**config.mk**
```make
export PLATFORM = sky130hd
export DESIGN_NAME = ram_arbiter
export DESIGN_NICKNAME = d
export VERILOG_FILES = /design/src/rtl/ram_arbiter_pkg.sv /design/src/rtl/ram_prio_sel.sv /design/src/rtl/ram_arbiter.sv
export SDC_FILE = /design/constraint.sdc
export NUM_CORES = 1
export LEC_CHECK = 0
export ABC_AREA = 0
export CAP_MARGIN = 20
export CELL_PAD_IN_SITES_DETAIL_PLACEMENT = 0
export CELL_PAD_IN_SITES_GLOBAL_PLACEMENT = 1
export CORE_UTILIZATION = 40
export DETAILED_ROUTE_END_ITERATION = 10
export DONT_BUFFER_PORTS = 1
export PLACE_DENSITY = 0.76
export SLEW_MARGIN = 15
export SYNTH_ARGS = -nofsm -noshare
export SYNTH_HDL_FRONTEND = slang
export SYNTH_SLANG_ARGS = --single-unit
```
**constraint.sdc**
```tcl
create_clock -name clka -period 4.1 [get_ports clka]
set_input_delay 0.205 -clock clka [delete_from_list [all_inputs] [get_ports clka]]
set_output_delay 0.205 -clock clka [all_outputs]
set_load 0.05 [all_outputs]
```
**src/rtl/ram_arbiter_pkg.sv**
```systemverilog
// Shared definitions for the instruction/data RAM arbiter: FSM encoding,
// RAM size codes, the hold-register layout and the alignment rule.
package ram_arbiter_pkg;

  localparam int unsigned XLEN   = 32;
  localparam int unsigned UBHW_W = 3;

  localparam logic [0:0] ST_IDLE   = 1'b0;
  localparam logic [0:0] ST_ACCESS = 1'b1;

  localparam logic [UBHW_W-1:0] UBHW_BYTE   = 3'b000;
  localparam logic [UBHW_W-1:0] UBHW_HALF   = 3'b001;
  localparam logic [UBHW_W-1:0] UBHW_WORD   = 3'b010;
  localparam logic [UBHW_W-1:0] UBHW_BYTE_U = 3'b100;
  localparam logic [UBHW_W-1:0] UBHW_HALF_U = 3'b101;

  localparam logic [XLEN-1:0] SIM_UART_ADDR = 32'h1000_0000;

  typedef struct packed {
    logic              is_d;
    logic              we;
    logic              err;
    logic [UBHW_W-1:0] ubhw;
    logic [XLEN-1:0]   addr;
    logic [XLEN-1:0]   wdata;
  } hold_t;

  // Half needs addr[0]=0, word needs addr[1:0]=0; bytes are always aligned.
  function automatic logic misaligned(input logic [UBHW_W-1:0] ubhw, input logic [1:0] a);
    if (ubhw[1]) return (a != 2'b00);
    if (ubhw[0]) return a[0];
    return 1'b0;
  endfunction

endpackage

```
**src/rtl/ram_prio_sel.sv**
```systemverilog
// Combinational grant decision: data port first unless the waiting
// instruction port has been passed over STARVE_MAX times in a row.
module ram_prio_sel
  import ram_arbiter_pkg::*;
#(
  parameter int unsigned STARVE_MAX = 4,
  parameter int unsigned CNT_W      = 3
) (
  input  logic             i_idle,
  input  logic             i_ireq,
  input  logic             i_dreq,
  input  logic [CNT_W-1:0] i_starve_cnt,
  output logic             o_igrant,
  output logic             o_dgrant
);

  logic w_starved;

  assign w_starved = i_ireq && (i_starve_cnt == CNT_W'(STARVE_MAX));

  always_comb begin
    o_igrant = 1'b0;
    o_dgrant = 1'b0;
    if (i_idle) begin
      if (i_dreq && !w_starved) o_dgrant = 1'b1;
      else if (i_ireq)          o_igrant = 1'b1;
    end
  end

endmodule

```
**src/rtl/ram_arbiter.sv**
```systemverilog
// Two-port (instruction/data) arbiter in front of a single-ported RAM.
// One request per two cycles: grant in IDLE, drive RAM in ACCESS, respond next.
module ram_arbiter
  import ram_arbiter_pkg::*;
#(
  parameter int unsigned STARVE_MAX = 4
) (
  input  logic        clka,
  input  logic        rstn,
  input  logic        i_req,
  input  logic [31:0] i_addr,
  output logic        i_gnt,
  output logic        i_rvalid,
  output logic [31:0] i_rdata,
  input  logic        d_req,
  input  logic        d_we,
  input  logic [31:0] d_addr,
  input  logic [31:0] d_wdata,
  input  logic [2:0]  d_ubhw,
  output logic        d_gnt,
  output logic        d_rvalid,
  output logic [31:0] d_rdata,
  output logic        d_err,
  output logic [31:0] ram_addr,
  output logic [31:0] ram_din,
  output logic        ram_we,
  output logic [2:0]  ram_ubhw,
  input  logic [31:0] ram_dout
);

  localparam int unsigned CNT_W = (STARVE_MAX < 1) ? 1 : $clog2(STARVE_MAX + 1);

  logic [0:0]       r_state;
  logic [0:0]       w_state_nxt;
  logic [CNT_W-1:0] r_cnt;
  hold_t            r_hold;
  hold_t            w_hold_nxt;
  logic             w_idle;
  logic             w_i_gnt;
  logic             w_d_gnt;
  logic             r_i_rvalid;
  logic             r_d_rvalid;
  logic             r_d_err;
  logic [31:0]      r_i_rdata;
  logic [31:0]      r_d_rdata;

  // Grants are suppressed while reset is asserted.
  assign w_idle = (r_state == ST_IDLE) && rstn;

  ram_prio_sel #(
    .STARVE_MAX (STARVE_MAX),
    .CNT_W      (CNT_W)
  ) u_prio_sel (
    .i_idle       (w_idle),
    .i_ireq       (i_req),
    .i_dreq       (d_req),
    .i_starve_cnt (r_cnt),
    .o_igrant     (w_i_gnt),
    .o_dgrant     (w_d_gnt)
  );

  assign i_gnt    = w_i_gnt;
  assign d_gnt    = w_d_gnt;
  assign i_rvalid = r_i_rvalid;
  assign i_rdata  = r_i_rdata;
  assign d_rvalid = r_d_rvalid;
  assign d_rdata  = r_d_rdata;
  assign d_err    = r_d_err;

  always_ff @(posedge clka or negedge rstn) begin
    if (!rstn) r_state <= ST_IDLE;
    else       r_state <= w_state_nxt;
  end

  always_comb begin
    w_state_nxt = r_state;
    case (r_state)
      ST_IDLE: if (w_i_gnt || w_d_gnt) w_state_nxt = ST_ACCESS;
      default: w_state_nxt = ST_IDLE;
    endcase
  end

  // Capture the winner's request so the requester may move on after gnt.
  always_comb begin
    w_hold_nxt = r_hold;
    if (w_d_gnt) begin
      w_hold_nxt.is_d  = 1'b1;
      w_hold_nxt.we    = d_we;
      w_hold_nxt.err   = misaligned(d_ubhw, d_addr[1:0]);
      w_hold_nxt.ubhw  = d_ubhw;
      w_hold_nxt.addr  = d_addr;
      w_hold_nxt.wdata = d_wdata;
    end else if (w_i_gnt) begin
      w_hold_nxt.is_d  = 1'b0;
      w_hold_nxt.we    = 1'b0;
      w_hold_nxt.err   = 1'b0;
      w_hold_nxt.ubhw  = UBHW_WORD;
      w_hold_nxt.addr  = i_addr;
      w_hold_nxt.wdata = '0;
    end
  end

  always_ff @(posedge clka or negedge rstn) begin
    if (!rstn) r_hold <= '0;
    else       r_hold <= w_hold_nxt;
  end

  always_ff @(posedge clka or negedge rstn) begin
    if (!rstn)                 r_cnt <= '0;
    else if (!i_req || w_i_gnt) r_cnt <= '0;
    else if (w_d_gnt && (r_cnt != CNT_W'(STARVE_MAX))) r_cnt <= r_cnt + CNT_W'(1);
  end

  // RAM is only driven during ACCESS; misaligned accesses never write.
  always_comb begin
    ram_addr = '0;
    ram_din  = '0;
    ram_we   = 1'b0;
    ram_ubhw = '0;
    if (r_state == ST_ACCESS) begin
      ram_addr = r_hold.addr;
      ram_din  = r_hold.wdata;
      ram_we   = r_hold.we && !r_hold.err;
      ram_ubhw = r_hold.ubhw;
    end
  end

  always_ff @(posedge clka or negedge rstn) begin
    if (!rstn) begin
      r_i_rvalid <= 1'b0;
      r_d_rvalid <= 1'b0;
      r_d_err    <= 1'b0;
      r_i_rdata  <= '0;
      r_d_rdata  <= '0;
    end else begin
      r_i_rvalid <= 1'b0;
      r_d_rvalid <= 1'b0;
      if (r_state == ST_ACCESS) begin
        if (r_hold.is_d) begin
          r_d_rvalid <= 1'b1;
          r_d_err    <= r_hold.err;
          r_d_rdata  <= (r_hold.we || r_hold.err) ? '0 : ram_dout;
        end else begin
          r_i_rvalid <= 1'b1;
          r_i_rdata  <= ram_dout;
        end
      end
    end
  end

endmodule
```
**Word level (Yosys, flattened, before mapping)**

Index checks and enable logic that the tools add are counted.

- Register bits after elaboration: 141
- Input bits: 136
- Output and inout port bits: 137
- Logic and storage cells: 63

- Add/subtract/negate cells: 1
- Equality and inequality tests: 2
- Mux-type cells: 29
- Bitwise gates (word level): 2
- Reduce and logical (&&, ||, !) cells: 16

Operators by type and width:

| operator | number |
|---|---|
| $mux 70 | 2 |
| $mux 32 | 3 |
| $mux 1 | 21 |
| $mux 3 | 3 |
| $reduce_bool 2->1 | 3 |
| $logic_and 1x1->1 | 5 |
| $reduce_and 2->1 | 2 |
| $add 3x1->3 const B | 1 |
| $eq 3x3->1 const B | 1 |
| $logic_not 1->1 | 3 |
| $logic_or 1x1->1 | 3 |
| $ne 3x3->1 const B | 1 |
| $not 1->1 | 2 |

**Logic depth before layout (Yosys ltp)**

- Word-level depth: 12
- Depth in mapped cells: 7
- Mapped depth without buffers: 5

**Hierarchy**

Synthesis repeated with hierarchy kept, for this count alone.

- Cells, all modules: 477
- Area, all modules: 6117.1 um2

Modules (own cells, without submodules):

| module | times used | cells each | area an instance (um2) | sequential area each (um2) |
|---|---|---|---|---|
| ram_arbiter | 1 | 472 | 6085.8 | 3528.4 |
| ram_prio_sel | 1 | 5 | 31.3 | 0.0 |

**Worst setup path after synthesis**

Ideal clock, no wire load.

- Path type: register to output
- Start point: register r_state
- End point: output port i_gnt
- Arrival: 1623 ps
- Required time: 3895 ps
- Setup slack: 2272 ps
- Cell stages (with the launch flop): 5
- Buffers on the path: 2
- Cells stage by stage: dfrtp_1 buf_2 nand3b_1 buf_2 nor2_1

- Word-level cells in the longest chain between the ends: 3

RTL lines:

| what | RTL line | source |
|---|---|---|
| start: declaration | ram_arbiter.sv:33 | `logic [0:0] r_state;` |
| start signal: assignment | ram_arbiter.sv:72 | `else r_state <= w_state_nxt;` |
| $not 1->1 | n/a |  |
| $logic_and 1x1->1 | ram_arbiter.sv:48 | `assign w_idle = (r_state == ST_IDLE) && rstn;` |
| $mux 1 | ram_prio_sel.sv:24 | `if (i_idle) begin` |
| end: declaration | ram_arbiter.sv:12 | `output logic i_gnt,` |

No other way between the ends.

**Worst setup path after layout**

- Start point: register r_cnt[0]
- End point: register r_hold[32] in the netlist's numbering

- Word-level cells in the longest chain between the ends: 7
- Elaborated cells between the ends (all ways): 10
- Those cells by class: eq/ne (1); mux (5); reduce/logical (4)

RTL lines:

| what | RTL line | source |
|---|---|---|
| start: declaration | ram_arbiter.sv:35 | `logic [CNT_W-1:0] r_cnt;` |
| start signal: assignment | ram_arbiter.sv:111 | `else if (w_d_gnt && (r_cnt != CNT_W'(STARVE_MAX))) r_cnt <= r_cnt + CNT_W'(1);` |
| $eq 3x3->1 (*) | ram_prio_sel.sv:19 | `assign w_starved = i_ireq && (i_starve_cnt == CNT_W'(STARVE_MAX));` |
| $logic_and 1x1->1 (*) | ram_prio_sel.sv:19 |  |
| $logic_not 1->1 (*) | ram_prio_sel.sv:25 | `if (i_dreq && !w_starved) o_dgrant = 1'b1;` |
| $logic_and 1x1->1 (*) | ram_prio_sel.sv:25 |  |
| $mux 1 (*) | ram_prio_sel.sv:25 |  |
| $mux 1 (*) | ram_prio_sel.sv:24 |  |
| named net d_gnt | ram_arbiter.sv:20 | `output logic d_gnt,` |
| $mux 70 / $reduce_bool 2->1 (equally long branches) | n/a |  |
| end signal: assignment | ram_arbiter.sv:105 | `else r_hold <= w_hold_nxt;` |
| end: declaration | ram_arbiter.sv:36 | `hold_t r_hold;` |

The timed path passes the listed nets; every way through them passes the cells marked *.
A chain may end at the register's enable or synchronous reset.

==> impl_metrics.ini <==
[timing]
final.setup.tns_ps = 0
hold_viol = 0
slew_headroom = 0.376
setup_violations = 0
holdWs_ps = 28.5
min_period_over_period = 0.740
worstMarginPinSlew_ps = 936
max_freq_mhz = 329
post-route-min-period_ps = 3040
finalMaxSlewViolations = 0
rsz0062_at_grt = no
fin_skew_ps = 5.24
layout_setup_ws_ps = 1060

[worst_setup_path]
end_kind = register
cp-start-kind = register
worstPathArrival_ps = 3330
required_ps = 4390
reg2reg_to = r_hold[32]
worstPathMaxFanout = 47
r2r_start = r_cnt[0]
path_class = reg2reg
r2r_slack_ps = 1060
worstRegToRegCells = 7

[pwr]
switchingPower_mw = 1.87
leakage_nw = 3.40
netSwitchingFraction = 0.384
clkPwrFrac = 0.318
power_frac_comb = 0.152
intPower_mw = 3.00
ir_worst_vdd_mv = 0.279
p_seq_frac = 0.530
power_density_mw_per_mm2 = 633
design_power_total_mw = 4.87

[floorplanning]
initial_core_util = 0.417
die_h_um = 123
rows = 43
die_w_um = 123
die-area_mm2 = 0.0152
io_pins = 273
core_mm2 = 0.0141

[drt]
dr.pass1.iters = 4
dr.first_iter.drc_count = 187
remaining_drc_errors = 0
via_per_inst = 5.65
vias = 4165
wl_per_cell_um = 21.2
antenna_left = 0
wirelength_um = 15600

[synthesis]
synth-compound-area-share = 0.163
synth_top_area_share = 0.601
synth_area_mm2 = 0.00587
synth_area_per_cell_um2 = 13.0
yosysWarningCount = 0
synth_top_area_cell = dfrtp_1
yosys.area_share.adder = 0.00426
synth_top_family_by_area = compound AO/OA/AOI/OAI gates
synth_nets = 590
ys_seq_elements = 141
syn_inst = 452
synth_xor_area_frac = 0
synthMuxAreaShare = 0.0667
ys_top_cells_by_area = dfrtp_1, a22o_1, and2_1
synth_cell_types = 26
seq_area_frac_synth = 0.601
synthSimpleGateAreaFrac = 0.130

[global_routing]
use_met3 = 0.0858
grt_start_max_net_pins = 142
antenna_found_initial = 0
grt.overflow.total = 0
grtUsageMet2 = 0.343
top_usage_layer = met2
grtUsageTotal = 0.204
grt_pass1_wl_um = 23200
use_met1 = 0.229
grt_pass1_vias = 4348

[cells_and_area]
area_growth_pct = 31.0
n_fill_cell = 1130
stdcell_area_mm2 = 0.00769
fin_util = 0.546
finalNonFillerCells = 737
drive_gt1_frac = 0.136
fin_nets = 684
n_antenna_cell = 0

[clocking]
cts_made_buffers = 17
clkTransAtPathRegs_ps = 60
cts_tree = yes
insertion_delay_ps = 410
cts_root_buffer = clkbuf_16
postCtsResizedCells = 0
h-tree-depth = 4
clkSinkCount = 141
clockBufferDepth = 2

[job]
cap_viol_max_count = 0

[placed_design]
place_area_mm2 = 0.00603
dp_cells = 602
pre_cts_ws_ps = 1670
port_buffers = 0
dpl.hpwl_um = 9410
gp_congestion = 0.765

[min_path]
hold_path.class = in2reg
whs_endpoint = r_cnt[0]
hold_start = rstn
min_path_cells = 3

[status]
status = complete, no violations
[power groups by stage]
stage | sequential, mW | clock [mW] | combinational, mW
final | 2.58 | 1.55 | 0.741
after global routing | 2.62 | 1.66 | 0.794
after CTS | 2.57 | 1.59 | 0.741
after detailed placement | 2.59 | 0 | 0.622
after global placement | 2.59 | 0 | 0.595
after floorplan | 2.52 | 0 | 0.550
[timing repair]
| item | CTS | global route |
|---|---|---|
| hold endpoints to repair | 276 | 1 |
| setup buffers | 0 | 0 |
| hold buffers | 104 | 1 |
[critical path, stage by stage, from the launching register on]
cell	delay (ps)
dfrtp_1	370
inv_1	70
ha_1	260
nand3_1	160
and2_2	790
buf_4	510
o21ai_0	160
dlygate4sd3_1	580
[cells in the mapped netlist (all sizes together)]
cell type and n:
inv 7, a21boi 1, a21o 1, a221o 30
nand2b 2, nor3 1, a22o 68, dfrtp 141
nand2 4, nand3b 2, nor3b 31, o21ai 4
mux2i 2, a2bb2oi 1, buf 22, nor2 4
mux2 33, nand3 5, and3b 1, nor2b 1
a21oi 4, clkbuf 17, ha 2, and2 68
[per-layer routing]
| metal | vias to the layer above | wire length, um |
|---|---|---|
| li1 | 1839 | - |
| met1 | 2082 | 6050 |
| met2 | 226 | 7760 |
| met3 | 18 | 1620 |
| met4 | 0 | 214 |
| met5 | - | 0 |
[sequential cells by signal, indices dropped and copies added (netlist names)]
| register | cells |
|---|---|
| d_err | 1 |
| d_rdata | 32 |
| d_rvalid | 1 |
| i_rdata | 32 |
| i_rvalid | 1 |
| r_cnt | 3 |
| r_hold | 70 |
| r_state | 1 |
[how the worst max path moves through the flow]
stage          cells after the start  startpoint    endpoint
3_5_place_dp                       6    r_cnt[0]  r_hold[33]
5_1_grt                            7    r_cnt[0]  r_hold[32]
2_1_floorplan                      4     r_state       i_gnt
3_3_place_gp                       6    r_cnt[0]  r_hold[58]
6_report                           7    r_cnt[0]  r_hold[32]
4_1_cts                            7    r_cnt[0]  r_hold[32]
[cell usage in the layout (no fill, tap or decap), drive strengths merged]
cell type      n
o21ai          4
clkinvlp       3
inv            8
nand2b         2
nand3          5
a2bb2oi        1
nand3b         2
buf           10
nor3           1
mux2i          2
a21o           1
mux2          33
bufinv         3
a21boi         1
dlygate4sd3  104
ha             2
nor2b          1
nor3b         31
dfrtp        141
nand2          4
clkbuf        20
clkinv         3
a22o          68
nor2           4
and3b          1
a221o         30
a21oi          4
and2          68
[final cells by class]
| cell class | instances | area, um^2 | share of cell area |
|---|---|---|---|
| sequential | 141 | 3530 | 0.459 |
| multi-input combinational | 265 | 2170 | 0.282 |
| timing repair buffer | 114 | 1140 | 0.149 |
| clock buffer | 20 | 457 | 0.0594 |
| tap | 180 | 225 | 0.0293 |
| clock inverter | 10 | 140 | 0.0182 |
| inverter | 7 | 26.3 | 0.00342 |
[logic make-up after synthesis]
| family | count (synthesis) |
|---|---|
| flops | 141 |
| fa+ha+maj | 2 |
| mux | 35 |
| buf+inv | 46 |
| simple gates | 119 |
| compound gates | 109 |
No activity file was read; power rests on OpenSTA's default activity.
